$ cat src/rtl/mem_arbiter_pkg.sv
// mem_arb_pkg: shared FSM state type and requester identifiers for the memory arbiter.
package mem_arb_pkg;
    typedef enum logic [1:0] {IDLE, ISSUE, WAIT, RESP} t_arb_state;
    localparam logic REQ_ICACHE = 1'b0;
    localparam logic REQ_DCACHE = 1'b1;
endpackage

$ cat src/rtl/mem_arbiter_rr_arb2.sv
// rr_arb2: combinational two-way round-robin grant; i_last names the requester served last.
import mem_arb_pkg::*;
module rr_arb2 (
    input  logic [1:0] i_req,
    input  logic       i_last,
    output logic [1:0] o_gnt
);
    assign o_gnt[0] = i_req[0] & (~i_req[1] | (i_last == REQ_DCACHE));
    assign o_gnt[1] = i_req[1] & (~i_req[0] | (i_last == REQ_ICACHE));
endmodule

$ cat src/rtl/mem_arbiter.sv
// mem_arbiter: shares one AXI master between the I-cache and D-cache, one transaction at a time,
// with round-robin grant, a completion watchdog and per-requester response routing.
import mem_arb_pkg::*;
module mem_arbiter #(
    parameter int ADDR_WIDTH     = 64,
    parameter int DATA_WIDTH     = 32,
    parameter int TIMEOUT_CYCLES = 1024
) (
    input  logic                  clk,
    input  logic                  arstn,
    input  logic                  i_req0_valid,
    input  logic [ADDR_WIDTH-1:0] i_req0_addr,
    output logic                  o_req0_ready,
    output logic [DATA_WIDTH-1:0] o_rsp0_data,
    output logic                  o_rsp0_valid,
    output logic                  o_rsp0_err,
    input  logic                  i_req1_valid,
    input  logic                  i_req1_write,
    input  logic [ADDR_WIDTH-1:0] i_req1_addr,
    input  logic [DATA_WIDTH-1:0] i_req1_data,
    output logic                  o_req1_ready,
    output logic [DATA_WIDTH-1:0] o_rsp1_data,
    output logic                  o_rsp1_valid,
    output logic                  o_rsp1_err,
    output logic [ADDR_WIDTH-1:0] o_addr,
    output logic [DATA_WIDTH-1:0] o_data,
    output logic                  o_start_read,
    output logic                  o_start_write,
    input  logic [DATA_WIDTH-1:0] i_data,
    input  logic                  i_valid
);
    localparam int CW = $clog2(TIMEOUT_CYCLES + 1);

    t_arb_state            r_state, w_next;
    logic                  r_owner, r_write, r_last;
    logic [ADDR_WIDTH-1:0] r_addr;
    logic [DATA_WIDTH-1:0] r_data, r_rsp0_data, r_rsp1_data;
    logic                  r_rsp0_err, r_rsp1_err;
    logic [CW-1:0]         r_cnt;
    logic [1:0]            w_gnt;
    logic                  w_accept, w_expire, w_done;
    logic [DATA_WIDTH-1:0] w_rsp_data;

    rr_arb2 u_rr (
        .i_req  ({i_req1_valid, i_req0_valid}),
        .i_last (r_last),
        .o_gnt  (w_gnt)
    );

    assign w_accept   = (r_state == IDLE) && (|w_gnt);
    // A completion arriving in the final watchdog cycle wins over the timeout.
    assign w_expire   = (r_cnt == CW'(TIMEOUT_CYCLES - 1)) && !i_valid;
    assign w_done     = (r_state == WAIT) && (i_valid || w_expire);
    assign w_rsp_data = (i_valid && !r_write) ? i_data : '0;

    always_ff @(posedge clk) begin
        if (!arstn) r_state <= IDLE;
        else        r_state <= w_next;
    end

    always_comb begin
        w_next        = r_state;
        o_req0_ready  = 1'b0;
        o_req1_ready  = 1'b0;
        o_start_read  = 1'b0;
        o_start_write = 1'b0;
        o_rsp0_valid  = 1'b0;
        o_rsp1_valid  = 1'b0;
        case (r_state)
            IDLE: begin
                o_req0_ready = w_gnt[0];
                o_req1_ready = w_gnt[1];
                w_next       = w_accept ? ISSUE : IDLE;
            end
            ISSUE: begin
                o_start_read  = !r_write;
                o_start_write = r_write;
                w_next        = WAIT;
            end
            WAIT: w_next = w_done ? RESP : WAIT;
            RESP: begin
                o_rsp0_valid = (r_owner == REQ_ICACHE);
                o_rsp1_valid = (r_owner == REQ_DCACHE);
                w_next       = IDLE;
            end
            default: w_next = IDLE;
        endcase
    end

    always_ff @(posedge clk) begin
        if (!arstn) begin
            r_owner     <= REQ_ICACHE;
            r_write     <= 1'b0;
            r_last      <= REQ_DCACHE;
            r_addr      <= '0;
            r_data      <= '0;
            r_cnt       <= '0;
            r_rsp0_data <= '0;
            r_rsp0_err  <= 1'b0;
            r_rsp1_data <= '0;
            r_rsp1_err  <= 1'b0;
        end else begin
            if (w_accept) begin
                r_owner <= w_gnt[1];
                r_last  <= w_gnt[1];
                r_write <= w_gnt[1] & i_req1_write;
                r_addr  <= w_gnt[1] ? i_req1_addr : i_req0_addr;
                r_data  <= w_gnt[1] ? i_req1_data : '0;
            end
            r_cnt <= (r_state == ISSUE) ? '0 : (r_state == WAIT) ? r_cnt + CW'(1) : r_cnt;
            if (w_done && r_owner == REQ_ICACHE) begin
                r_rsp0_data <= w_rsp_data;
                r_rsp0_err  <= !i_valid;
            end
            if (w_done && r_owner == REQ_DCACHE) begin
                r_rsp1_data <= w_rsp_data;
                r_rsp1_err  <= !i_valid;
            end
        end
    end

    assign o_addr      = r_addr;
    assign o_data      = r_data;
    assign o_rsp0_data = r_rsp0_data;
    assign o_rsp0_err  = r_rsp0_err;
    assign o_rsp1_data = r_rsp1_data;
    assign o_rsp1_err  = r_rsp1_err;
endmodule

$ cat config.mk
export PLATFORM = sky130hd
export DESIGN_NAME = mem_arbiter
export DESIGN_NICKNAME = d
export VERILOG_FILES = /design/src/rtl/mem_arbiter_pkg.sv /design/src/rtl/mem_arbiter_rr_arb2.sv /design/src/rtl/mem_arbiter.sv
export SDC_FILE = /design/constraint.sdc
export NUM_CORES = 1
export LEC_CHECK = 0
export ABC_CLOCK_PERIOD_IN_PS = 2100
export CAP_MARGIN = 10
export CELL_PAD_IN_SITES_DETAIL_PLACEMENT = 0
export CELL_PAD_IN_SITES_GLOBAL_PLACEMENT = 1
export CORE_UTILIZATION = 28
export DETAILED_ROUTE_END_ITERATION = 10
export PLACE_DENSITY = 0.85
export SYNTH_ARGS = -nofsm -noshare
export SYNTH_HDL_FRONTEND = slang
export SYNTH_SLANG_ARGS = --single-unit
$ cat constraint.sdc
create_clock -name clk -period 2.1 [get_ports clk]
set_clock_uncertainty 0.15 [all_clocks]
set_input_delay 0.42 -clock clk [delete_from_list [all_inputs] [get_ports clk]]
set_output_delay 0.42 -clock clk [all_outputs]
set_load 0.02 [all_outputs]
## After elaboration in Yosys (flattened, before gate mapping)

Index checks and enable logic that the tools add are counted.

- Add/sub/neg operators: 1
- Muxes and demuxes: 12
- Eq/ne operators: 4
- Bitwise operators: 10
- Reduce and logical (&&, ||, !) cells: 12

Operator list:

| cell | count |
|---|---|
| 32-bit two-way mux | 2 |
| 64-bit two-way mux | 1 |
| 11-bit by 1-bit adder with 11-bit output (second input constant) | 1 |
| 11-bit by 10-bit == test with 1-bit output (second input constant) | 1 |
| 1-bit two-way mux | 8 |
| 2-bit one-hot mux with 4 select lines | 1 |
| 1-bit logical AND | 6 |
| 1-bit inverter | 5 |
| 2-bit == test (second input constant) | 2 |
| 2-bit OR reduction | 2 |
| 1-bit bitwise AND | 3 |
| 2-bit by 1-bit == test with 1-bit output (second input constant) | 1 |
| 1-bit zero test | 2 |
| 2-bit zero test | 1 |
| 1-bit OR | 2 |
| 1-bit logical OR | 1 |

- Bits of input ports: 198
- Register bits after elaboration: 178
- Output and inout port bits: 168

## Depth between registers and ports, before layout

Gate-level depths: netlist (run 1).

- Depth in word-level cells: 7
- Depth in mapped cells: 8
- Mapped depth without buffers: 6

## Modules after synthesis

Synthesis (run 1) repeated with hierarchy kept, for this count alone.

- Cells, all modules: 743
- Area total of the unflattened synthesis: 7226.9 µm²

Modules (own cells, without submodules):

| module | cells each | instances | area an instance (µm²) |
|---|---|---|---|
| mem_arbiter | 740 | 1 | 7208.2 |
| rr_arb2 | 3 | 1 | 18.8 |

## Worst setup path after synthesis (run 1)

OpenSTA, ideal clock, no wires.

- Kind: register to output
- Start point: register r_state[0]
- End point: output o_req1_ready
- Required time: 1.530 ns
- Arrival: 1.152 ns
- Path slack: 0.378 ns
- Cell stages (with the launch flop): 6
- Cell sequence: dfxtp_1 -> inv_1 -> ha_1 -> nand2_1 -> a21oi_2 -> buf_2

- Longest elaborated chain between the ends: 2

RTL lines:

| item | RTL line | text |
|---|---|---|
| start, declared | mem_arbiter.sv:34 | `t_arb_state r_state, w_next;` |
| start signal, assigned | mem_arbiter.sv:58 | `else r_state <= w_next;` |
| 2-bit zero test | mem_arbiter.sv:69 | `case (r_state)` |
| 1-bit two-way mux | mem_arbiter.sv:69 |  |
| end, declared | mem_arbiter.sv:21 | `output logic o_req1_ready,` |

Every way passes these cells.

## Worst setup path in the final report (run 1)

- Start point: register r_state[1]
- End point: output o_req1_ready

The elaborated chain is that of the path after synthesis.

==> flow_summary.json, run 1 <==
{
  "clk_pin_slew_ns": 0.07,
  "vias": 6660,
  "synth.distinct_cells": 38,
  "final_cells": 1428,
  "ant_nets": 0,
  "route.detailed.drc": 0,
  "synthXorXnorAreaFrac": 0.0103,
  "synth-seq-cells": 178,
  "rsz0062_at_grt": "yes",
  "max-cap-violations": 0,
  "tightest_slew_ns": 0.419,
  "nets": 1298,
  "timing.final.crit_period_ns": 2.05,
  "vdd_ir_drop_max_mv": 0.447,
  "dp_cells": 1395,
  "fin_area_sq_mm": 0.0115,
  "synthMuxAreaShare": 0.0953,
  "postCtsSetupBuffers": 0,
  "antenna_found_initial": 0,
  "die_w_um": 158,
  "area_growth_syn_to_layout_pct": 69.0,
  "clock_path_buffers": 2,
  "drive_gt1_frac": 0.0785,
  "grt_overflow_total": 0,
  "avgSynthCellArea_sq_um": 9.24,
  "syn_inst": 739,
  "end_kind": "output pin",
  "cp-start-kind": "flop",
  "fp-row-count": 56,
  "p_per_area_mw_per_mm2": 817,
  "slowest_stage": "dfxtp_1",
  "postRouteWirelength_um": 22400,
  "crit_required_ns": 1.53,
  "place.gp.congestion": 0.812,
  "wire_per_inst_um": 15.7,
  "relSlewSlack": 0.721,
  "dp_hpwl_um": 16000,
  "slew_viol_final": 0,
  "crit_fanout": 3,
  "holdWs_ns": 0.264,
  "hold_violations": 0,
  "clk_latency_ns": 0.42,
  "clkSinkCount": 178,
  "holdCritPathClass": "in -> reg",
  "cpPeakStageDelay_ns": 0.32,
  "timing_worst_setup_path_type": "reg -> out",
  "worstPathCellList": "inv_2, ha_4, buf_4, nand2_1, a21oi_2, buf_6",
  "grt_max_degree": 76,
  "ys_seq_area_frac": 0.522,
  "num_io_pins": 366,
  "fp.coreArea_sq_mm": 0.0237,
  "place_area_sq_mm": 0.0110,
  "drt_iter0_drc": 350,
  "ys_top_cells_by_area": "dfxtp_1 52%, mux2i_1 9.5%, o22ai_1 5.9%",
  "cts_tree": "yes",
  "h-tree-depth": 4,
  "power.leakage_uw": 0.00426,
  "synthAdderAreaFrac": 0.00916,
  "yosys.area_share.simple": 0.104,
  "viasPerCell": 4.66,
  "yosys_warnings": 0,
  "yosysTopAreaCellShare": 0.522,
  "arrival_ns": 1.48,
  "cts_buffers": 17,
  "fmax_mhz": 488,
  "first_global_vias": 6408,
  "netlist_area_sq_mm": 0.00683,
  "drt_pass1_iterations": 4,
  "synth_fp_nets": 942,
  "finalCritPeriodShare": 0.975,
  "port_buffers": 365,
  "start_util": 0.288,
  "grtUsageTotal": 0.174,
  "finalSetupViolCount": 0,
  "grt_pass1_wl_um": 33900,
  "cts_root_buf": "clkbuf_16",
  "synth_top_area_cell": "dfxtp_1",
  "synth_top_family_by_area": "compound AO/OA/AOI/OAI gates",
  "die-area_sq_mm": 0.0250,
  "dieHeight_um": 158,
  "synth_compound_area_frac": 0.206,
  "setup_tns_ns": 0,
  "status": "finished clean",
  "cts.hold.buffers_added": 0
}
==> layer usage <==
metal / GRT usage / up-vias / part of all wire
li1: - / 3336 / -
met1: 0.207 / 3064 / 0.42
met2: 0.292 / 236 / 0.48
met3: 0.0616 / 24 / 0.086
met4: 0.0536 / 0 / 0.016
met5: 0 / - / 0
==> registers in the layout (all words and copies together) (netlist names) <==
name	cells
o_addr	64
o_rsp0_data	32
r_cnt	11
r_owner	1
r_last	1
o_rsp1_err	1
r_state	2
o_rsp0_err	1
r_write	1
o_rsp1_data	32
o_data	32
==> cell type report <==
class                           count  area, sq um
Multi-Input combinational cell    492         2950
Timing Repair Buffer              401         4040
Tap cell                          319          399
Clock buffer                       20          457
Fill cell                        2255        12100
Sequential cell                   178         3560
Clock inverter                     12          118
Inverter                            5         18.8
Antenna cell                        1         2.50
==> per-stage QoR <==
step | power (uW) | setup WS (ns) | utilization
5_1_grt | 9900 | -0.0426 | 0.487
6_report | 9430 | 0.0525 | 0.487
3_3_place_gp | 6340 | -0.376 | 0.463
3_5_place_dp | 6360 | -0.360 | 0.463
4_1_cts | 9560 | 0.00310 | 0.487
2_1_floorplan | 5040 | 0.378 | -
==> worst max-delay path: cells and delay by family (launching register included) <==
| family | cells | cell delay [ns] |
|---|---|---|
| AO/OA/AOI/OAI | 1 | 0.16 |
| adder cells (fa/ha/maj) | 1 | 0.16 |
| buffers and inverters | 3 | 0.35 |
| flip-flops | 1 | 0.32 |
| AND/OR/NAND/NOR | 1 | 0.07 |
==> cell usage after synthesis, drive strengths merged <==
| cell | count |
|---|---|
| buf | 20 |
| nand4 | 3 |
| xnor2 | 3 |
| a21oi | 69 |
| nor3 | 1 |
| and4b | 1 |
| a41oi | 1 |
| o21ba | 1 |
| dfxtp | 178 |
| a22oi | 33 |
| o211ai | 1 |
| o21ai | 67 |
| o21a | 1 |
| a21boi | 1 |
| xor2 | 5 |
| and3 | 1 |
| a31oi | 2 |
| or3b | 1 |
| and2 | 4 |
| nand2 | 104 |
| o22ai | 64 |
| nor2b | 6 |
| nor2 | 44 |
| inv | 5 |
| or3 | 2 |
| and4 | 2 |
| nand3 | 2 |
| ha | 5 |
| mux2i | 65 |
| nand2b | 1 |
| a211oi | 2 |
| clkbuf | 44 |
==> what timing repair did <==
action | in CTS | in global routing
resized for setup | 24 | 5
endpoints found under the setup margin | 6 | 4
pin swaps | 1 | 0
gates cloned | 0 | 0
==> report_power, final <==
part	total, uW	switching (uW)	internal (uW)
clock	3140	1500	1640
combinational	2460	1220	1240
sequential	3830	147	3680
==> worst paths after layout <==
kind / end / cells past startpoint / slack (ns) / from
max: o_req1_ready / 6 / 0.05 / r_state[1]
min: o_rsp0_data[28] / 3 / 0.26 / arstn
max reg2reg: o_rsp0_data[7] / 6 / 0.24 / r_cnt[0]
min reg2reg: o_rsp0_data[31] / 2 / 0.32 / o_rsp0_data[31]
==> layout by cell type (no fill, tap or decap), types with 3 or more instances in the layout <==
cell type,synthesis,final
a22oi_1,33,33
and2_1,4,4
o22ai_1,64,64
buf_12,0,11
ha_1,5,4
nand2_1,104,104
dfxtp_1,178,178
buf_2,5,3
inv_6,0,4
inv_2,1,3
mux2i_1,65,65
nand4_1,3,3
o21ai_0,66,66
buf_4,1,26
xnor2_1,3,3
a21oi_1,68,67
xor2_1,5,5
nor2b_1,6,4
inv_8,0,3
nor2_1,44,44
clkdlybuf4s50_1,0,358
clkbuf_16,0,17
==> cells by family (layout without fill, tap and decap cells) <==
logic type / after synthesis / after routing
AND/OR/NAND/NOR: 172 / 172
multiplexers: 65 / 65
adder cells (fa/ha/maj): 5 / 5
buffers and inverters: 69 / 438
XOR/XNOR: 8 / 8
other: 0 / 1
flip-flops: 178 / 178
AO/OA/AOI/OAI: 242 / 242
Power figures use the tool's default switching activity.
==> run 2: changes to the inputs <==
--- a/config.mk
+++ b/config.mk
@@ -10,8 +10,10 @@
 export CELL_PAD_IN_SITES_DETAIL_PLACEMENT = 0
 export CELL_PAD_IN_SITES_GLOBAL_PLACEMENT = 1
 export CORE_UTILIZATION = 28
+export CTS_CLUSTER_SIZE = 40
 export DETAILED_ROUTE_END_ITERATION = 10
 export PLACE_DENSITY = 0.85
 export SYNTH_ARGS = -nofsm -noshare
 export SYNTH_HDL_FRONTEND = slang
 export SYNTH_SLANG_ARGS = --single-unit
+export TNS_END_PERCENT = 1
==> run 2 against run 1 <==
Count of clock-buffer cells in the layout is the same. Cell count stayed put. Clock power hardly changed. Worst setup slack about the same. Largest cell class unchanged. Non-clock buffer count unchanged. Largest power group unchanged. Sequential share of layout area unchanged. Utilization unchanged. Die area did not move.
==> flow_summary.json, run 2 (same netlist as run 1, synthesis figures left out) <==
{
  "status": "finished clean",
  "clock_path_buffers": 2,
  "rsz0062_at_grt": "yes",
  "viasPerCell": 4.65,
  "arrival_ns": 1.48,
  "worst_slack_ns": 0.0529,
  "finalCritPeriodShare": 0.975,
  "relSlewSlack": 0.721,
  "clk_latency_ns": 0.42,
  "place.gp.congestion": 0.812,
  "drive_gt1_frac": 0.0785,
  "cp-startpoint": "r_state[1]",
  "p_per_area_mw_per_mm2": 817,
  "vdd_ir_drop_max_mv": 0.447,
  "cp-start-kind": "flop",
  "final_cell_mix": "358 x clkdlybuf4s50_1, 178 x dfxtp_1, 104 x nand2_1",
  "wire_per_inst_um": 15.7,
  "clkSinkCount": 178,
  "num_io_pins": 366,
  "grt_overflow_total": 0,
  "crit_required_ns": 1.53,
  "dp_hpwl_um": 16000,
  "start_util": 0.288,
  "timing.final.crit_period_ns": 2.05,
  "area_growth_syn_to_layout_pct": 69.0,
  "grt-busiest-layer": "met2",
  "crit_fanout": 3,
  "power.leakage_uw": 0.00426,
  "holdCritPathClass": "in -> reg",
  "h-tree-depth": 4,
  "largest_reg_flops": 64,
  "first_global_vias": 6404,
  "grtUsageTotal": 0.174,
  "use_met3": 0.0616,
  "use_met1": 0.206,
  "finalSetupViolCount": 0,
  "nets": 1298,
  "cts_buffers": 17,
  "multi_input_area_sq_mm": 0.00295,
  "holdWs_ns": 0.263,
  "worstReg2RegStart": "r_cnt[0]",
  "die_w_um": 158,
  "ant_nets": 0,
  "end_kind": "output pin",
  "grt_max_degree": 76,
  "dieHeight_um": 158,
  "port_buffers": 365,
  "hold_violations": 0,
  "fmax_mhz": 488,
  "timing_worst_setup_path_type": "reg -> out",
  "pre_cts_ws_ns": -0.360,
  "fp-row-count": 56,
  "final_cells": 1428,
  "clk_pin_slew_ns": 0.07,
  "postRouteWirelength_um": 22400,
  "regArea_sq_mm": 0.00356,
  "tightest_slew_ns": 0.419,
  "route.detailed.drc": 0,
  "crit_end": "o_req1_ready",
  "grt_pass1_wl_um": 33800,
  "cts_root_buf": "clkbuf_16",
  "reg2reg_to": "o_rsp0_data[7]",
  "met2_usage": 0.291,
  "cts_tree": "yes",
  "setup_tns_ns": 0,
  "vias": 6639,
  "fp.coreArea_sq_mm": 0.0237,
  "dp_cells": 1395,
  "reg2regPathDepth": 6,
  "drt_iter0_drc": 358,
  "layout_commonest_cell": "clkdlybuf4s50_1",
  "fillCellCount": 2255,
  "slew_viol_final": 0,
  "max-cap-violations": 0,
  "rrSetupSlack_ns": 0.24,
  "die-area_sq_mm": 0.0250,
  "drt_pass1_iterations": 4,
  "antenna_found_initial": 0
}
-- run 2: cell counts in the layout (fill, tap and decap cells not counted) --
Identical to the previous run, type by type.
-- run 2: layout make-up --
cell class                 instances  share of cell area
sequential                       178               0.309
timing repair buffer             401               0.350
multi-input combinational        492               0.256
tap                              319              0.0346
inverter                           5             0.00163
antenna                            1            0.000217
clock buffer                      20              0.0396
clock inverter                    12              0.0102
-- run 2: worst min-delay path by stage --
stage               cells after the start              end            from
floorplan                               2         r_cnt[6]        r_cnt[6]
global placement                        2   o_rsp0_data[6]  o_rsp0_data[6]
detailed placement                      2   o_rsp0_data[6]  o_rsp0_data[6]
CTS                                     3  o_rsp0_data[28]           arstn
global route                            3  o_rsp1_data[27]           arstn
finish                                  3  o_rsp0_data[28]           arstn
-- run 2: per-stage QoR --
stage          instance area (sq um)  power (uW)  utilization
6_report                       11500        9430        0.487
5_1_grt                        11500        9900        0.487
4_1_cts                        11500        9550        0.487
3_5_place_dp                   11000        6360        0.463
3_3_place_gp                   11000        6340        0.463
2_1_floorplan                   6830        5040            -
-- run 2: critical path, stage by stage (launching register included) --
cell,delay [ns]
dfxtp_1,0.32
inv_2,0.08
ha_4,0.16
buf_4,0.12
nand2_1,0.07
a21oi_2,0.16
buf_6,0.14
-- run 2: repair_timing --
action,4_1_cts,5_1_grt
setup endpoints to repair,6,4
hold buffers,0,0
cloned,0,0
hold endpoints to repair,0,0
gates resized for setup,22,7
setup buffers,0,0
pin swaps,1,0
-- run 2: report_power, final --
group,switching [uW],internal [uW],leakage (uW)
registers,148,3680,0.00146
logic,1220,1240,0.00253
clock network,1510,1640,0.000277
-- run 2: metal layers --
metal,share of wire,up-vias
met2,0.48,230
li1,-,3336
met5,0,-
met4,0.017,0
met1,0.42,3047
met3,0.085,26
